===== config.mk =====
export PLATFORM = sky130hd
export DESIGN_NAME = cordic_sched
export DESIGN_NICKNAME = d
export VERILOG_FILES = /design/src/rtl/cordic_sched.sv
export SDC_FILE = /design/constraint.sdc
export NUM_CORES = 1
export LEC_CHECK = 0
export CELL_PAD_IN_SITES_DETAIL_PLACEMENT = 1
export CELL_PAD_IN_SITES_GLOBAL_PLACEMENT = 1
export CORE_ASPECT_RATIO = 0.8
export CORE_UTILIZATION = 24
export DETAILED_ROUTE_END_ITERATION = 10
export PLACE_DENSITY_LB_ADDON = 0.1
export SLEW_MARGIN = 20
export SYNTH_ARGS = -nofsm -noshare
export SYNTH_HDL_FRONTEND = slang
export SYNTH_SLANG_ARGS = --single-unit

===== constraint.sdc =====
create_clock -name clk -period 2.48 [get_ports clk]
set_clock_uncertainty 0.15 [all_clocks]
set_input_delay 0.496 -clock clk [delete_from_list [all_inputs] [get_ports clk]]
set_output_delay 0.496 -clock clk [all_outputs]
set_load 0.02 [all_outputs]

===== src/rtl/cordic_sched.sv =====
// rtl/cordic_sched.sv - round-robin scheduler sharing one hyperbolic CORDIC core among N requesters
// Optional range check on the job angle: define CORDIC_SCHED_RANGE_CHECK_EN.
module cordic_sched #(
  parameter int                 N         = 4,
  parameter int                 LATENCY   = 8,
  parameter logic signed [15:0] ANG_LIMIT = 16'sd18318
) (
  input  logic                              clk,
  input  logic                              reset,
  input  logic [N-1:0]                      req_valid,
  output logic [N-1:0]                      req_ready,
  input  logic [N*16-1:0]                   req_ang,
  input  logic [N*16-1:0]                   req_x,
  input  logic [N*16-1:0]                   req_y,
  output logic [15:0]                       core_ang,
  output logic [15:0]                       core_xin,
  output logic [15:0]                       core_yin,
  input  logic [15:0]                       core_xout,
  input  logic [15:0]                       core_yout,
  output logic                              rsp_valid,
  input  logic                              rsp_ready,
  output logic [((N > 1) ? $clog2(N) : 1)-1:0] rsp_id,
  output logic [15:0]                       rsp_x,
  output logic [15:0]                       rsp_y,
  output logic                              rsp_err,
  output logic                              busy
);

  localparam int IDW = (N > 1) ? $clog2(N) : 1;
  localparam int CW  = $clog2(LATENCY) + 1;

  typedef enum logic [1:0] {S_IDLE, S_RUN, S_RESP} state_t;

  state_t           r_state;
  state_t           w_next;
  logic [IDW-1:0]   r_last;
  logic [CW-1:0]    r_cnt;
  logic [15:0]      r_core_ang;
  logic [15:0]      r_core_xin;
  logic [15:0]      r_core_yin;
  logic [IDW-1:0]   r_rsp_id;
  logic [15:0]      r_rsp_x;
  logic [15:0]      r_rsp_y;

  logic             w_any;
  logic [IDW-1:0]   w_gnt;
  logic [15:0]      w_ang;
  logic [15:0]      w_x;
  logic [15:0]      w_y;
  logic             w_accept;
  logic             w_oor;

  // Round-robin search from last+1; walking downward leaves the nearest candidate as winner.
  always_comb begin
    logic [IDW-1:0] idx;
    w_any = 1'b0;
    w_gnt = '0;
    idx   = '0;
    for (int k = N; k >= 1; k--) begin
      idx = IDW'((int'(r_last) + k) % N);
      if (req_valid[idx]) begin
        w_any = 1'b1;
        w_gnt = idx;
      end
    end
  end

  // Operand mux for the current winner.
  always_comb begin
    w_ang = '0;
    w_x   = '0;
    w_y   = '0;
    for (int k = 0; k < N; k++) begin
      if (w_gnt == IDW'(k)) begin
        w_ang = req_ang[16*k +: 16];
        w_x   = req_x[16*k +: 16];
        w_y   = req_y[16*k +: 16];
      end
    end
  end

  assign w_accept = (r_state == S_IDLE) && w_any;

`ifdef CORDIC_SCHED_RANGE_CHECK_EN
  assign w_oor = ($signed(w_ang) > ANG_LIMIT) || ($signed(w_ang) < -ANG_LIMIT);
`else
  assign w_oor = 1'b0;
`endif

  // State register.
  always_ff @(posedge clk) begin
    if (!reset) r_state <= S_IDLE;
    else        r_state <= w_next;
  end

  // Next-state logic; rejected jobs skip the core and answer at once.
  always_comb begin
    w_next = r_state;
    case (r_state)
      S_IDLE: if (w_accept) w_next = w_oor ? S_RESP : S_RUN;
      S_RUN:  if (r_cnt == '0) w_next = S_RESP;
      S_RESP: if (rsp_ready) w_next = S_IDLE;
      default: w_next = S_IDLE;
    endcase
  end

  // State-decoded outputs; grant is only offered while idle.
  always_comb begin
    req_ready = '0;
    if ((r_state == S_IDLE) && w_any) req_ready[w_gnt] = 1'b1;
    rsp_valid = (r_state == S_RESP);
    busy      = (r_state != S_IDLE);
  end

  // Operand hold, latency countdown and result capture.
  always_ff @(posedge clk) begin
    if (!reset) begin
      r_last     <= IDW'(N - 1);
      r_cnt      <= '0;
      r_core_ang <= '0;
      r_core_xin <= '0;
      r_core_yin <= '0;
      r_rsp_id   <= '0;
      r_rsp_x    <= '0;
      r_rsp_y    <= '0;
    end else begin
      case (r_state)
        S_IDLE: begin
          if (w_accept) begin
            r_rsp_id <= w_gnt;
            r_last   <= w_gnt;
            if (w_oor) begin
              r_rsp_x <= '0;
              r_rsp_y <= '0;
            end else begin
              r_core_ang <= w_ang;
              r_core_xin <= w_x;
              r_core_yin <= w_y;
              r_cnt      <= CW'(LATENCY - 1);
            end
          end
        end
        S_RUN: begin
          if (r_cnt == '0) begin
            r_rsp_x <= core_xout;
            r_rsp_y <= core_yout;
          end else begin
            r_cnt <= r_cnt - 1'b1;
          end
        end
        default: begin
        end
      endcase
    end
  end

`ifdef CORDIC_SCHED_RANGE_CHECK_EN
  logic r_rsp_err;

  // Error flag follows the range decision of each accepted job.
  always_ff @(posedge clk) begin
    if (!reset)        r_rsp_err <= 1'b0;
    else if (w_accept) r_rsp_err <= w_oor;
  end

  assign rsp_err = r_rsp_err;
`else
  assign rsp_err = 1'b0;
`endif

  assign core_ang = r_core_ang;
  assign core_xin = r_core_xin;
  assign core_yin = r_core_yin;
  assign rsp_id   = r_rsp_id;
  assign rsp_x    = r_rsp_x;
  assign rsp_y    = r_rsp_y;

endmodule

==> results.yml <==
outcome:
  status: "finished with violations"
  violations: "setup timing"
yosys:
  ys_seq_elements: 90
  synthSimpleGateAreaFrac_pct: 23.9
  synth_edf_count: 0
  syn_inst: 578
  ys_async_sr_fraction_pct: 0
  synth-xor-area-share_pct: 0.193
  syn_area_per_cell_um2: 7.85
  synth-main-ff-cell: "dfxtp_1"
  ys_seq_area_share_pct: 39.7
  synth_cell_types: 42
  synth_compound_area_share_pct: 26.6
  synth_warnings: 0
  muxShareOfSynthArea_pct: 4.05
  syn_nets: 810
  syn_area_um2: 4540
  synth_top_family_by_area: "compound AO/OA/AOI/OAI gates"
  synthAdderAreaFrac_pct: 0.276
sta:
  setup_viol: 1
  slew_violations: 0
  worst_slack_ps: -3.54
  fin_crit_sh_pct: 100
  finalSetupTns_ps: -3.54
  clock.fmax_mhz: 403
  final_hold_viol_count: 0
  rsz0062_at_grt: "true"
  whs_ps: 301
  fin_crit_ps: 2480
  slew_headroom_pct: 65.9
  worst_pin_slew_ps: 511
cts:
  cts_sinks: 90
  clockRootBuffer: "clkbuf_16"
  clk_pin_slew_ps: 70
  cts_hold_buf: 0
  htree_num_levels: 3
  clk_latency_ps: 340
  cts_tree: "yes"
  clock_path_buffers: 2
  cts_buffers: 9
die:
  std_cell_rows: 44
  start_util_pct: 24.8
  pin_count: 320
  placeableCoreArea_um2: 18300
  die_y_um: 125
  die-area_um2: 19500
  fp.dieW_um: 156
worst_setup_path:
  rr_startpoint: "r_last[0]"
  r2r_end: "core_yin[5]"
  crit_type: "reg2out"
  reg2reg_depth: 7
  crit_required_ps: 1830
  path_max_fanout: 4
  arrival_ps: 1840
  setup.worst_path.end_class: "primary output"
  r2r_setup_slack_ps: 220
  cp-start-kind: "flop"
  crit_start: "r_last[0]"
layout:
  fillers: 2127
  final_common_cell: "clkdlybuf4s50_1"
  area_growth_pct: 90.4
  antenna_cells: 0
  multi_input_comb_area_um2: 2570
  final_core_util_pct: 47.2
  most-common-layout-cells: "clkdlybuf4s50_1, nand2_1, dfxtp_1"
  nNetsFinal: 1135
  seqCellArea_um2: 1800
  drive_gt1_share_pct: 10.5
hold_path:
  hp-class: "reg2reg"
  hold_depth: 2
  worstHoldEndpoint: "core_ang[4]"
  min_from: "core_ang[4]"
power_and_ir_drop:
  cellPowerDensity_nw_per_um2: 625
  p_leak_nw: 3.31
  ir_drop_mv: 0.313
detailed_routing:
  drc: 0
  post_drt_wl_per_cell_um: 17.6
  ant_nets: 0
  vias_per_cell: 4.77
  dr.pass1.iters: 4
  first_iter_violations: 192
  routed_wl_mm: 20.5
  vias: 5541
global_route:
  grt_pass1_vias: 5986
  grt_usage_pct: 20.9
  antenna_found_initial: 0
  grt_pass1_wl_mm: 31.4
  grt_max_degree: 44
  grt_overflow: 0
placed_design:
  routabilityCongestion: 0.876
  portBuffers: 318
  hpwl_mm: 15.3
job:
  max_cap_violations: 0
-- cell usage after synthesis, types with 2 or more instances --
master | instances | share of area [%]
buf_2 | 19 | 2.1
o21ai_0 | 21 | 2.3
mux2_4 | 10 | 3.3
o21ai_1 | 29 | 3.2
a31oi_1 | 2 | 0.28
clkbuf_1 | 25 | 2.1
inv_1 | 4 | 0.33
nand2_1 | 175 | 14
or2_2 | 3 | 0.41
and2_1 | 6 | 0.83
buf_6 | 2 | 0.50
a22oi_1 | 13 | 2.1
o221ai_1 | 36 | 6.9
nand3_1 | 2 | 0.22
and3_1 | 37 | 5.1
mux2_1 | 3 | 0.74
a21boi_0 | 33 | 5.5
nand2b_1 | 3 | 0.41
nor2_1 | 9 | 0.74
a21oi_1 | 28 | 3.1
o21a_1 | 4 | 0.66
nor2b_1 | 4 | 0.55
o211a_1 | 2 | 0.44
dfxtp_1 | 90 | 40
-- how the worst max path moves through the flow --
| stage | to | cells past startpoint | slack (ps) |
|---|---|---|---|
| after global placement | req_ready[2] | 6 | -570 |
| after global routing | req_ready[0] | 6 | -70 |
| after CTS | req_ready[1] | 8 | 2 |
| after floorplan | req_ready[3] | 5 | 100 |
| final | req_ready[0] | 6 | -4 |
| after detailed placement | req_ready[2] | 6 | -620 |
-- per-layer routing --
layer  GRT usage [%]  vias up  wire length [um]
li1                -     2684                 -
met5               0        -                 0
met1            22.9     2621              8160
met2            37.8      213             10300
met4            6.57        0               409
met3            6.93       23              1590
-- state kept, by name, indices dropped and copies added (netlist names) --
| signal | flops |
|---|---|
| rsp_id | 2 |
| r_cnt | 4 |
| rsp_x | 16 |
| r_state | 2 |
| core_yin | 16 |
| core_xin | 16 |
| r_last | 2 |
| core_ang | 16 |
| rsp_y | 16 |
-- area by class of cell --
| cell class | instances | area share, % |
|---|---|---|
| clock buffer | 9 | 2.61 |
| clock inverter | 7 | 0.912 |
| inverter | 4 | 0.174 |
| multi-input combinational | 437 | 29.7 |
| sequential | 90 | 20.9 |
| tap | 253 | 3.66 |
| timing repair buffer | 361 | 42.1 |
-- logic make-up after synthesis --
family / Yosys count
xor gates and xnor gates: 1
DFF: 90
muxes: 13
buffers and inverters: 51
and+or+nand+nor: 246
other: 1
adders and majority gates: 1
AOI/OAI and AO/OA: 175
-- critical path, stage by stage (launching register included) --
cell and delay (ps):
dfxtp_2 360, and2b_1 210, o21a_1 210, nor3_4 270, buf_12 140, and3_4 180
buf_6 110
-- where the power goes --
group	switching, mW	total [mW]	internal, mW	leakage (nW)
combinational	1.07	2.24	1.17	2.42
clock	0.672	1.39	0.715	0.148
sequential	0.119	1.77	1.65	0.740
total	1.86	5.40	3.54	3.31
-- per-stage QoR --
| step | setup WS (ps) | instances | area, um2 | power (mW) |
|---|---|---|---|---|
| finish | -3.54 | 1161 | 8640 | 5.40 |
| global route | -72.2 | 1161 | 8640 | 5.74 |
| CTS | 2.37 | 1159 | 8600 | 5.47 |
| detailed placement | -619 | 1136 | 8160 | 3.97 |
| global placement | -570 | 1136 | 8160 | 3.91 |
| floorplan | 102 | 578 | 4540 | 2.81 |
-- what timing repair did --
item	CTS	global route
endpoints found under the setup margin	17	4
pin swaps	6	4
gates resized for setup	31	10
gates cloned	1	0
buffers inserted	6	2
Power figures use the tool's default switching activity.
